**config.mk**
```make
export PLATFORM = sky130hd
export DESIGN_NAME = fetch_ctrl
export DESIGN_NICKNAME = d
export VERILOG_FILES = /design/src/rtl/fetch_ctrl.sv
export SDC_FILE = /design/constraint.sdc
export NUM_CORES = 1
export LEC_CHECK = 0
export CAP_MARGIN = 40
export CORE_ASPECT_RATIO = 1.2
export CORE_UTILIZATION = 41
export CTS_BUF_LIST = sky130_fd_sc_hd__clkbuf_4 sky130_fd_sc_hd__clkbuf_8
export CTS_CLUSTER_DIAMETER = 30
export DETAILED_ROUTE_END_ITERATION = 7
export GPL_ROUTABILITY_DRIVEN = 0
export PLACE_DENSITY = 0.68
export SYNTH_ARGS = -nofsm -noshare
export SYNTH_HDL_FRONTEND = slang
export SYNTH_SLANG_ARGS = --single-unit
export TNS_END_PERCENT = 50
```
**constraint.sdc**
```tcl
create_clock -name clk -period 6 [get_ports clk]
set_clock_uncertainty 0.1 [all_clocks]
set_input_delay 1.2 -clock clk [delete_from_list [all_inputs] [get_ports clk]]
set_output_delay 1.2 -clock clk [all_outputs]
set_load 0.02 [all_outputs]
```
**src/rtl/fetch_ctrl.sv**
```systemverilog
// fetch_ctrl: IF-stage sequencer for a word-addressed, single-port instruction
// memory. Owns the PC, issues at most one read per cycle under FIFO credit,
// buffers returned words and hands them to decode over valid/ready. Redirects
// flush buffered and in-flight fetches.
//
// Ports:
//   clk, rst_n      - core clock (posedge), async active-low reset
//   fetch_en        - permits issuing new fetches
//   imem_rd_en      - registered read enable to instruction memory
//   imem_addr       - registered word index (pc >> 2)
//   imem_instr      - read data, valid one posedge after the issuing posedge
//   if_valid        - FIFO head holds an instruction
//   if_instr/if_pc  - FIFO head instruction and its byte PC
//   id_ready        - decode accepts the head this cycle
//   redirect_valid  - load redirect_pc and flush
//   redirect_pc     - new byte PC, bits [1:0] ignored
//   busy            - a fetch is in flight or the FIFO is non-empty
module fetch_ctrl #(
  parameter logic [31:0] RESET_PC   = 32'h0000_0000,
  parameter int unsigned FIFO_DEPTH = 2
) (
  input  logic        clk,
  input  logic        rst_n,
  input  logic        fetch_en,
  output logic        imem_rd_en,
  output logic [31:0] imem_addr,
  input  logic [31:0] imem_instr,
  output logic        if_valid,
  output logic [31:0] if_instr,
  output logic [31:0] if_pc,
  input  logic        id_ready,
  input  logic        redirect_valid,
  input  logic [31:0] redirect_pc,
  output logic        busy
);

  localparam int unsigned PTR_W = (FIFO_DEPTH > 1) ? $clog2(FIFO_DEPTH) : 1;
  localparam int unsigned CNT_W = $clog2(FIFO_DEPTH + 1);
  localparam int unsigned USE_W = CNT_W + 1;

  localparam logic [0:0] ST_IDLE = 1'b0;
  localparam logic [0:0] ST_RUN  = 1'b1;

  logic [0:0]       state_q, state_d;
  logic [31:0]      pc_q, pc_d;
  logic             inflight_q, inflight_d;
  logic [31:0]      inflight_pc_q, inflight_pc_d;
  logic             rd_en_q, rd_en_d;
  logic [31:0]      addr_q, addr_d;
  logic [PTR_W-1:0] rd_ptr_q, rd_ptr_d;
  logic [PTR_W-1:0] wr_ptr_q, wr_ptr_d;
  logic [CNT_W-1:0] count_q, count_d;

  logic [31:0] instr_mem_q [FIFO_DEPTH];
  logic [31:0] pc_mem_q    [FIFO_DEPTH];

  logic             push_c;
  logic             pop_c;
  logic [USE_W-1:0] used_c;
  logic             can_issue_c;
  logic [31:0]      redir_pc_c;

  // Circular pointer increment that also handles non-power-of-two depths.
  function automatic logic [PTR_W-1:0] ptr_inc(input logic [PTR_W-1:0] p);
    return (p == PTR_W'(FIFO_DEPTH - 1)) ? '0 : p + PTR_W'(1);
  endfunction

  assign push_c      = inflight_q;
  assign pop_c       = if_valid & id_ready;
  // Slots already committed: buffered + in flight, less the one decode frees now.
  assign used_c      = USE_W'(count_q) + USE_W'(inflight_q) - USE_W'(pop_c);
  assign can_issue_c = (used_c < USE_W'(FIFO_DEPTH));
  assign redir_pc_c  = redirect_pc & 32'hFFFF_FFFC;

  // Next-state: FSM, PC, issue and FIFO bookkeeping.
  always_comb begin
    state_d       = state_q;
    pc_d          = pc_q;
    inflight_d    = 1'b0;
    inflight_pc_d = inflight_pc_q;
    rd_en_d       = 1'b0;
    addr_d        = addr_q;
    rd_ptr_d      = rd_ptr_q;
    wr_ptr_d      = wr_ptr_q;
    count_d       = count_q;

    state_d = fetch_en ? ST_RUN : ST_IDLE;

    if (redirect_valid) begin
      // Flush wins; the response landing this edge is dropped.
      rd_ptr_d = '0;
      wr_ptr_d = '0;
      count_d  = '0;
      if (fetch_en || (state_q == ST_RUN)) begin
        rd_en_d       = 1'b1;
        addr_d        = redirect_pc >> 2;
        pc_d          = redir_pc_c + 32'd4;
        inflight_d    = 1'b1;
        inflight_pc_d = redir_pc_c;
      end else begin
        pc_d = redir_pc_c;
      end
    end else begin
      if (push_c) wr_ptr_d = ptr_inc(wr_ptr_q);
      if (pop_c)  rd_ptr_d = ptr_inc(rd_ptr_q);
      count_d = count_q + CNT_W'(push_c) - CNT_W'(pop_c);
      // Issue only while staying in or entering RUN; a RUN->IDLE edge issues nothing.
      if (fetch_en && can_issue_c) begin
        rd_en_d       = 1'b1;
        addr_d        = pc_q >> 2;
        pc_d          = pc_q + 32'd4;
        inflight_d    = 1'b1;
        inflight_pc_d = pc_q;
      end
    end
  end

  // Control and PC registers.
  always_ff @(posedge clk or negedge rst_n) begin
    if (!rst_n) begin
      state_q       <= ST_IDLE;
      pc_q          <= RESET_PC;
      inflight_q    <= 1'b0;
      inflight_pc_q <= '0;
      rd_en_q       <= 1'b0;
      addr_q        <= '0;
      rd_ptr_q      <= '0;
      wr_ptr_q      <= '0;
      count_q       <= '0;
    end else begin
      state_q       <= state_d;
      pc_q          <= pc_d;
      inflight_q    <= inflight_d;
      inflight_pc_q <= inflight_pc_d;
      rd_en_q       <= rd_en_d;
      addr_q        <= addr_d;
      rd_ptr_q      <= rd_ptr_d;
      wr_ptr_q      <= wr_ptr_d;
      count_q       <= count_d;
    end
  end

  // FIFO storage; contents are only observed through count, so no reset.
  always_ff @(posedge clk) begin
    if (push_c && !redirect_valid) begin
      instr_mem_q[wr_ptr_q] <= imem_instr;
      pc_mem_q[wr_ptr_q]    <= inflight_pc_q;
    end
  end

  assign imem_rd_en = rd_en_q;
  assign imem_addr  = addr_q;
  assign if_valid   = (count_q != '0);
  // Head is zeroed when empty so stale entries never leak out.
  assign if_instr   = if_valid ? instr_mem_q[rd_ptr_q] : 32'h0;
  assign if_pc      = if_valid ? pc_mem_q[rd_ptr_q] : 32'h0;
  assign busy       = inflight_q | if_valid;

`ifndef SYNTHESIS
  // Credit accounting must make a push into a full, non-draining FIFO impossible.
  a_no_overflow: assert property (@(posedge clk) disable iff (!rst_n)
    !(push_c && !pop_c && !redirect_valid && (count_q == CNT_W'(FIFO_DEPTH))));
`endif

endmodule

```
After elaboration in Yosys (flattened, before gate mapping). Memory sizes are Yosys's and may differ from the RTL's. Cells that the tools add are included.

Register bits: 102. RAM bits: 128. Word-level logic and storage cells: 55. Input port bits: 69. Memories: 2.

Reduce and logical (&&, ||, !) cells: 9. Mux-type cells: 24. Add/subtract/negate cells: 8. Bitwise gates (word level): 2. $lt $le $gt $ge: 1. Eq/ne operators: 1.

Memories: instr_mem_q (depth 2, width 32, rd ports 1, clocked after Yosys merged registers in 0, write ports 1, RTL line 54) `logic [31:0] instr_mem_q [FIFO_DEPTH];`; pc_mem_q (depth 2, width 32, rd ports 1, clocked after Yosys merged registers in 0, write ports 1, RTL line 55) `logic [31:0] pc_mem_q [FIFO_DEPTH];`.

Operators by type and width (count): 32-bit 2-to-1 mux (11); 32-bit by 3-bit adder with 32-bit output, second input constant (2); 1-bit 2-to-1 mux (12); 2-bit nonzero test (4); 2-bit by 1-bit adder with 3-bit output (1); 3-bit by 2-bit less-than comparator with 1-bit output, second input constant (1); 3-bit by 1-bit subtractor with 3-bit output (1); 1-bit adder, second input constant (2); 2-bit by 1-bit adder with 2-bit output (1); 1-bit logical AND (2); 2-bit 2-to-1 mux (1); 2-bit by 1-bit != test with 1-bit output, second input constant (1); 2-bit AND reduction (1); 2-bit by 1-bit subtractor with 2-bit output (1); 1-bit bitwise AND (1); 1-bit logical NOT (1); 1-bit logical OR (1); 1-bit bitwise OR (1).

Logic depth before layout (Yosys ltp). Gate-level depths: netlist of the first run.

Word-level depth: 7. Depth in mapped cells: 15. Gate-level depth less buffers: 13.

Worst setup path before layout of the first run. No wires, ideal clock.

Path kind: input port to flip-flop. From: input redirect_valid. To: memory instr_mem_q[0][0] (enable). Buffers on the path: 2. Setup time: 575 ps. Required time: 5325 ps. Slack: -897 ps. Arrival time: 6223 ps. Stages on the path: 3. Cell sequence: buf_2 -> clkbuf_1 -> nor3b_1.

Longest elaborated chain between the ends: 4.

RTL lines: start: declaration (RTL line 32) `input logic redirect_valid,`; 1-bit logical NOT (RTL line 145) `if (push_c && !redirect_valid) begin`; 1-bit logical AND (RTL line 145); 1-bit 2-to-1 mux (RTL line 145); 1-bit 2-to-1 mux (implied by the code) (RTL line 146) `instr_mem_q[wr_ptr_q] <= imem_instr;`; end: declaration (RTL line 54).

Every way passes these cells.

Worst setup path after layout of the first run.
From: register rd_ptr_q. To: output if_instr[12].

Longest elaborated chain between the ends: 2.

RTL lines: start: declaration (RTL line 50) `logic [PTR_W-1:0] rd_ptr_q, rd_ptr_d;`; start signal: assignment (RTL line 137) `rd_ptr_q <= rd_ptr_d;`; memory 2 x 32 bit; 32-bit 2-to-1 mux (RTL line 155) `assign if_instr = if_valid ? instr_mem_q[rd_ptr_q] : 32'h0;`; end: declaration (RTL line 29) `output logic [31:0] if_instr,`.

Every way passes these cells.

==> reports/metrics.cfg, run 1 <==
[run_status]
status=finished clean

[pwr]
p_comb_frac=0.390
p_int_mw=2.94
irDropWorstVdd_v=0.000242
power.switching_mw=1.72
clkPwrFrac=0.177
p_sw_frac=0.369
power_mw=4.67
leakagePower_nw=3.99
p_per_area_nw_per_um2=423
p_seq_frac=0.433

[global_route]
first_global_vias=5473
antenna_found_initial=0
overflow=0
grt.total_usage=0.178
grt_pass1_wl_um=29800
grt_max_degree=64

[drt]
routed_wl_um=19000
via_per_inst=4.98
ant_nets=0
drt-initial-drc-count=293
firstDrtPassIters=5
wire_per_inst_um=17.1
vias=5535
drt_drc_violations_left=0

[critical_path]
end_kind=output port
worstPathCellList=buf_4 > mux2i_1 > nor2_1 > clkdlybuf4s50_1
cpPeakStageDelay_ns=0.89
crit_type=reg2out
startpoint=rd_ptr_q
crit_fanout=39
startpoint_type=flop
r2r_start=count_q[1]
worst_path_max_delay_cell=dfrtp_4
crit_required_ns=4.70
rrSetupSlack_ns=2.59
cp.arrival_ns=2.83

[synthesis]
ys_seq_area_frac=0.611
synth_warnings=0
ys_types=40
ys_seq_elements=193
synth_cells=700
syn_area_per_cell_um2=12.8
syn_area_um2=8930

[placed_design]
hpwl_um=13100
io_buffer_count=163
place_area_um2=10600

[timing]
hold_viol_final=0
rsz0062_at_grt=no
slew_viol_final=0
worst_pin_slew_ns=0.774
min_period_ns=4.13
setup_viol=0
hold_ws_ns=0.391
post-route-period-util=0.689
fmax_mhz=242
setup_tns_ns=0
slew-limit-headroom=0.480

[clock_network]
tritoncts=yes
postCtsResizedCells=0
cts_setup_buffers=0
cts_hold_buf=0
cts_max_path_buffers=2
cts_sinks=193
cts_buffers=17
ctsHtreeMaxLevel=4
cts-root-buf=clkbuf_8
clkTransAtPathRegs_ns=0.10
insertion_delay_ns=0.45

[floorplanning]
coreArea_um2=21200
initial_utilization=0.422
io_pins=168
dieWidth_um=137
dieArea_um2=22400
chipHeight_um=164
rows=58

[final_layout]
final_cell_mix=clkdlybuf4s50_1 (161), edfxtp_1 (126), mux2i_1 (116)
drive_above_1_share=0.0713
fin_area_um2=11000
final_common_cell=clkdlybuf4s50_1
antenna_cells=0
post-route-util=0.521
layout.nets=902
area_growth_pct=23.5

[hold_path]
hp-start=inflight_pc_q[1]
hold_path.class=reg2reg

[run]
maxCapViolCount=0

## state kept, by name, indices dropped and copies added (netlist names)
name / count
instr_mem_q: 64
pc_mem_q: 62
inflight_pc_q: 31
pc_q: 30
count_q: 2
imem_rd_en: 1
rd_ptr_q: 1
state_q: 1
wr_ptr_q: 1
## layout make-up
type,count,area (µm²)
Clock buffer,17,234
Clock inverter,15,149
Tap cell,270,338
Inverter,6,22.5
Fill cell,1863,10200
Timing Repair Buffer,172,1740
Sequential cell,193,5460
Multi-Input combinational cell,438,3090
## final timing paths
check,endpoint,cells after the start
min in group asynchronous,inflight_pc_q[14],1
min reg2reg,pc_mem_q[0][1],0
min,pc_mem_q[0][1],0
max in group asynchronous,rd_ptr_q,2
max,if_instr[12],4
max reg2reg,pc_q[17],13
## stage by stage
step,cells,setup WS [ns]
after floorplan,701,1.35
after global placement,1076,1.50
after detailed placement,1079,1.61
after CTS,1111,1.77
after global routing,1111,1.67
final,1111,1.87
## cell families after synthesis
group           Yosys count  synth area share
buf+inv                  70            0.0459
mux                     118             0.132
xor+xnor                 61            0.0606
simple gates            212             0.118
fa+ha+maj                 5           0.00784
other cells               1          0.000420
flops                   193             0.611
compound gates           40            0.0231
## power by group through the flow
stage	clock [mW]	sequential (mW)	combinational, mW
after floorplan	0	1.96	1.20
after global placement	0	2.04	1.81
after detailed placement	0	2.06	1.85
after CTS	0.864	2.03	1.85
after global routing	0.914	2.07	1.96
final	0.828	2.02	1.82
## layer usage
layer | wire length, µm | track usage
met1 | 8310 | 0.225
met2 | 9770 | 0.302
met3 | 624 | 0.0333
met4 | 282 | 0.0636
met5 | 0 | 0
## critical path: cells and delay by family, from the launching register on
family	cells	cell delay [ns]
buf+inv	2	1.18
flops	1	0.89
mux	1	0.14
simple gates	1	0.13
## synthesized netlist by cell type (all sizes together)
cell	number	area [µm²]
or2	2	12.5
mux2i	116	1160
nand3	16	80.1
nand2	28	105
edfxtp	126	3780
or3	1	6.26
nor4	6	95.1
a21oi	32	160
nand4	22	159
o211ai	1	7.51
fa	1	20.0
and2	3	18.8
and3	10	62.6
xnor2	11	96.3
conb	1	3.75
ha	4	50.1
nand4b	3	26.3
buf	50	335
xor2	50	445
nor3b	1	7.51
dfrtp	67	1680
inv	6	22.5
clkbuf	14	52.6
nor3	4	20.0
nor2	110	415
and4	4	35.0
o21ai	6	30.0
o2111ai	1	8.76
mux2	2	22.5
and3b	1	8.76
nor2b	1	6.26
Note: power is estimated with default switching activity, not from simulation.
==> run 2: changes to the inputs <==
Clock period 6 ns to 3.6 ns, I/O delays scaled along.
==> run 2 against run 1 <==
Effect of this change: sequential cell count did not move; die area did not move; design area rose by 1.5%; power rose by 71%; count of clock-buffer cells in the layout rose by 3; sequential power rose by 65%; sequential share of layout area fell by 0.71 points; via count fell by 0.14%; clock power rose by 85%; core utilization rose by 0.76 points; critical path depth did not move; largest cell class unchanged; highest routed layer unchanged.
==> reports/metrics.cfg, run 2 (synthesis results as in run 1) <==
[run_status]
status=finished clean

[critical_path]
startpoint=count_q[1]
crit_required_ns=2.78
worst_path_max_delay_cell=buf_4
crit_fanout=63
end_kind=output port
cp_top_family=buffers and inverters
startpoint_type=flop
r2r_cells=14
r2r_start=count_q[1]
crit_path_end=if_pc[1]
worstPathCellList=nor2_4 > buf_4 > nor2_1 > clkdlybuf4s50_1
crit_type=reg2out
cp.arrival_ns=2.50
worstReg2RegEnd=pc_q[26]
cpPeakStageDelay_ns=0.59
worst-path-stages=4
rrSetupSlack_ns=0.47
worstPathBufferInverterCount=2

[global_route]
first_global_vias=5476
grt_max_degree=64
antenna_found_initial=0
grt_pass1_wl_um=29200
overflow=0
grt.total_usage=0.174

[timing]
setup_tns_ns=0
setup_viol=0
fmax_mhz=301
worst_pin_slew_ns=0.788
slew_viol_final=0
rsz0062_at_grt=no
post-route-period-util=0.921
slew-limit-headroom=0.475
min_period_ns=3.32
hold_viol_final=0

[clock_network]
postCtsResizedCells=0
cts_buffers=17
clkTransAtPathRegs_ns=0.09
ctsHtreeMaxLevel=4
cts_sinks=193
insertion_delay_ns=0.45
cts_max_path_buffers=2
cts_hold_buf=0
cts_setup_buffers=0
cts-root-buf=clkbuf_8
tritoncts=yes

[final_layout]
reg_top3=instr_mem_q x64, pc_mem_q x62, inflight_pc_q x31
final_common_cell=clkdlybuf4s50_1
register_area_um2=5460
num-fill-cells=1851
largest_register_ffs=64
area_growth_pct=25.3
multi_input_area_um2=3090
layout.nets=913
drive_above_1_share=0.0833
post-route-util=0.528
antenna_cells=0
regMostFlops=instr_mem_q
final_cell_mix=clkdlybuf4s50_1 (161), edfxtp_1 (126), mux2i_1 (116)

[pwr]
irDropWorstVdd_v=0.000425
p_per_area_nw_per_um2=713
leakagePower_nw=4.08

[floorplanning]
initial_utilization=0.422
dieArea_um2=22400
dieWidth_um=137
rows=58
coreArea_um2=21200
io_pins=168
chipHeight_um=164

[drt]
drt_drc_violations_left=0
wire_per_inst_um=16.7
drt-initial-drc-count=311
routed_wl_um=18700
via_per_inst=4.93
vias=5527
firstDrtPassIters=4
ant_nets=0

[run]
maxCapViolCount=0

[placed_design]
io_buffer_count=163
hpwl_um=12900

[hold_path]
hold_path.class=in2async

-- run 2: changes by cell type in the layout (fill, tap and decap cells not counted) --
cell and change:
buf_12 +3, buf_16 -1, buf_4 +9, bufinv_16 +3, clkbuf_4 +2, clkbuf_8 +1
clkinv_4 -1, clkinvlp_4 +1, inv_6 -4, inv_8 -2
-- run 2: metal layers --
layer  up-vias  track usage  routed length [µm]
met1      2693        0.211                7870
met3         4       0.0299                 559
li1       2732            -                   -
met4         0       0.0545                 144
met5         -            0                   0
met2        98        0.311               10100
-- run 2: worst min path at each step --
stage                     startpoint              to  slack, ns
floorplan                      rst_n      count_q[0]       0.32
global placement    inflight_pc_q[1]  pc_mem_q[0][1]       0.35
detailed placement  inflight_pc_q[1]  pc_mem_q[0][1]       0.35
CTS                            rst_n        pc_q[10]       0.24
global route                   rst_n        pc_q[11]       0.28
finish                         rst_n        pc_q[11]       0.24
-- run 2: where the power goes --
part / internal (mW) / leakage [nW] / switching, mW / total [mW]
Clock: 0.796 / 0.221 / 0.738 / 1.53
Sequential: 2.98 / 1.93 / 0.365 / 3.34
Combinational: 1.40 / 1.93 / 1.70 / 3.10
Total: 5.18 / 4.08 / 2.80 / 7.98
-- run 2: final cells by class --
type,count,area share
sequential,193,0.488
multi-input combinational,438,0.276
timing repair buffer,183,0.164
tap,270,0.0302
clock buffer,20,0.0235
clock inverter,12,0.0161
inverter,6,0.00201
-- run 2: through the flow --
step	setup slack (ns)	std cells	cell area (µm²)	hold WS (ns)	power (mW)
after floorplan	0.209	701	8950	0.324	5.25
after global placement	0.0669	1090	10700	0.352	6.50
after detailed placement	0.0157	1090	10700	0.352	6.55
after CTS	0.245	1122	11200	0.238	8.11
after global routing	0.131	1122	11200	0.276	8.42
final	0.283	1122	11200	0.239	7.98
==> run 3: changes to the inputs <==
Settings changed: CELL_PAD_IN_SITES_DETAIL_PLACEMENT set to 0, CELL_PAD_IN_SITES_GLOBAL_PLACEMENT set to 2, CORE_UTILIZATION 41 to 39, MAX_ROUTING_LAYER set to met4, PLACE_DENSITY 0.68 to not set, PLACE_DENSITY_LB_ADDON set to 0.1.
Clock period 3.6 ns to 4.3 ns, I/O delays scaled along.
==> run 3 against run 2 <==
Effect of this change: non-clock buffer count down 8; wire length up 3.2%; core utilization down 3.4 points; critical path depth unchanged.
==> reports/metrics.cfg, run 3 (synthesis results as in run 1) <==
[clock_network]
cts_setup_buffers=0
cts_max_path_buffers=2
cts-root-buf=clkbuf_8
cts_hold_buf=0
cts_sinks=193
postCtsResizedCells=0
ctsHtreeMaxLevel=4
clkTransAtPathRegs_ns=0.11
tritoncts=yes
insertion_delay_ns=0.46
cts_buffers=17

[drt]
drt_drc_violations_left=0
wire_per_inst_um=17.2
wl_met2_um=9580
highest_layer=met4
ant_nets=0
via_per_inst=4.98
wl_met3_um=665
firstDrtPassIters=4
routed_wl_um=19300
drt-initial-drc-count=228
vias=5587
wl_met1_um=8950

[global_route]
grt_max_degree=64
grt_pass1_wl_um=30500
grt.total_usage=0.175
overflow=0
first_global_vias=5466
antenna_found_initial=0

[timing]
setup_tns_ns=0
min_period_ns=3.52
fin_ws_ns=0.782
post-route-period-util=0.818
rsz0062_at_grt=no
hold_ws_ns=0.355
fmax_mhz=284
hold_viol_final=0
slew-limit-headroom=0.406
worst_pin_slew_ns=0.891
setup_viol=0
slew_viol_final=0

[pwr]
p_per_area_nw_per_um2=595
leakagePower_nw=4.02
irDropWorstVdd_v=0.000281

[floorplanning]
dieArea_um2=23500
initial_utilization=0.398
dieWidth_um=140
rows=60
coreArea_um2=22400
io_pins=168
chipHeight_um=168

[final_layout]
reg_top3=instr_mem_q x64, pc_mem_q x62, inflight_pc_q x31
drive_above_1_share=0.0735
antenna_cells=0
layout.nets=905
final_common_cell=clkdlybuf4s50_1
regMostFlops=instr_mem_q
fin_area_um2=11100
area_growth_pct=24.1
largest_register_ffs=64
post-route-util=0.494
final_cell_mix=clkdlybuf4s50_1 (161), edfxtp_1 (126), mux2i_1 (116)

[critical_path]
startpoint_type=flop
crit_fanout=39
crit_type=reg2out
cp.arrival_ns=2.56
crit_required_ns=3.34
end_kind=output port
rrSetupSlack_ns=0.99

[placed_design]
io_buffer_count=163
hpwl_um=13500
place_ws_ns=0.370
place_area_um2=10700

[hold_path]
hold_path.class=in2async

[run]
maxCapViolCount=0

[run_status]
status=finished clean

[run 3: cell count changes in the layout (fill, tap and decap cells not counted), sizes merged]
cell      delta
buf          -8
clkinv       +4
inv          +2
bufinv       -1
clkinvlp     -2
clkbuf       -3
[run 3: area by class of cell]
| class | count | area [µm²] |
|---|---|---|
| Multi-Input combinational cell | 438 | 3090 |
| Clock inverter | 15 | 203 |
| Fill cell | 1988 | 11400 |
| Inverter | 6 | 22.5 |
| Timing Repair Buffer | 175 | 1730 |
| Clock buffer | 17 | 234 |
| Sequential cell | 193 | 5460 |
| Tap cell | 279 | 349 |
[run 3: stage by stage]
stage	power, mW	std cells
after floorplan	4.40	701
after global placement	5.38	1091
after detailed placement	5.43	1091
after CTS	6.71	1123
after global routing	6.99	1123
final	6.60	1123
[run 3: critical path, stage by stage, from the launching register on]
cell             delay (ns)
dfrtp_4                0.89
buf_12                 0.31
mux2i_1                0.26
nor2_1                 0.06
clkdlybuf4s50_1        0.56
[run 3: worst paths after layout]
path,cells past startpoint,to,from
setup / recovery,4,if_instr[11],rd_ptr_q
hold reg to reg,0,pc_mem_q[1][1],inflight_pc_q[1]
min in group clk,0,pc_mem_q[1][1],inflight_pc_q[1]
hold / removal,1,pc_q[28],rst_n
max in group asynchronous,2,pc_q[6],rst_n
setup reg to reg,14,inflight_pc_q[13],count_q[1]
[run 3: report_power, final]
group / switching [mW] / internal (mW) / total [mW]
logic: 1.38 / 1.12 / 2.51
registers: 0.337 / 2.49 / 2.83
clock network: 0.671 / 0.595 / 1.27
total: 2.39 / 4.21 / 6.60
[run 3: metal layers]
metal | vias to the layer above | track usage
met5 | - | -
met4 | 0 | 0.0416
met3 | 6 | 0.0321
met2 | 121 | 0.279
met1 | 2736 | 0.231
li1 | 2724 | -
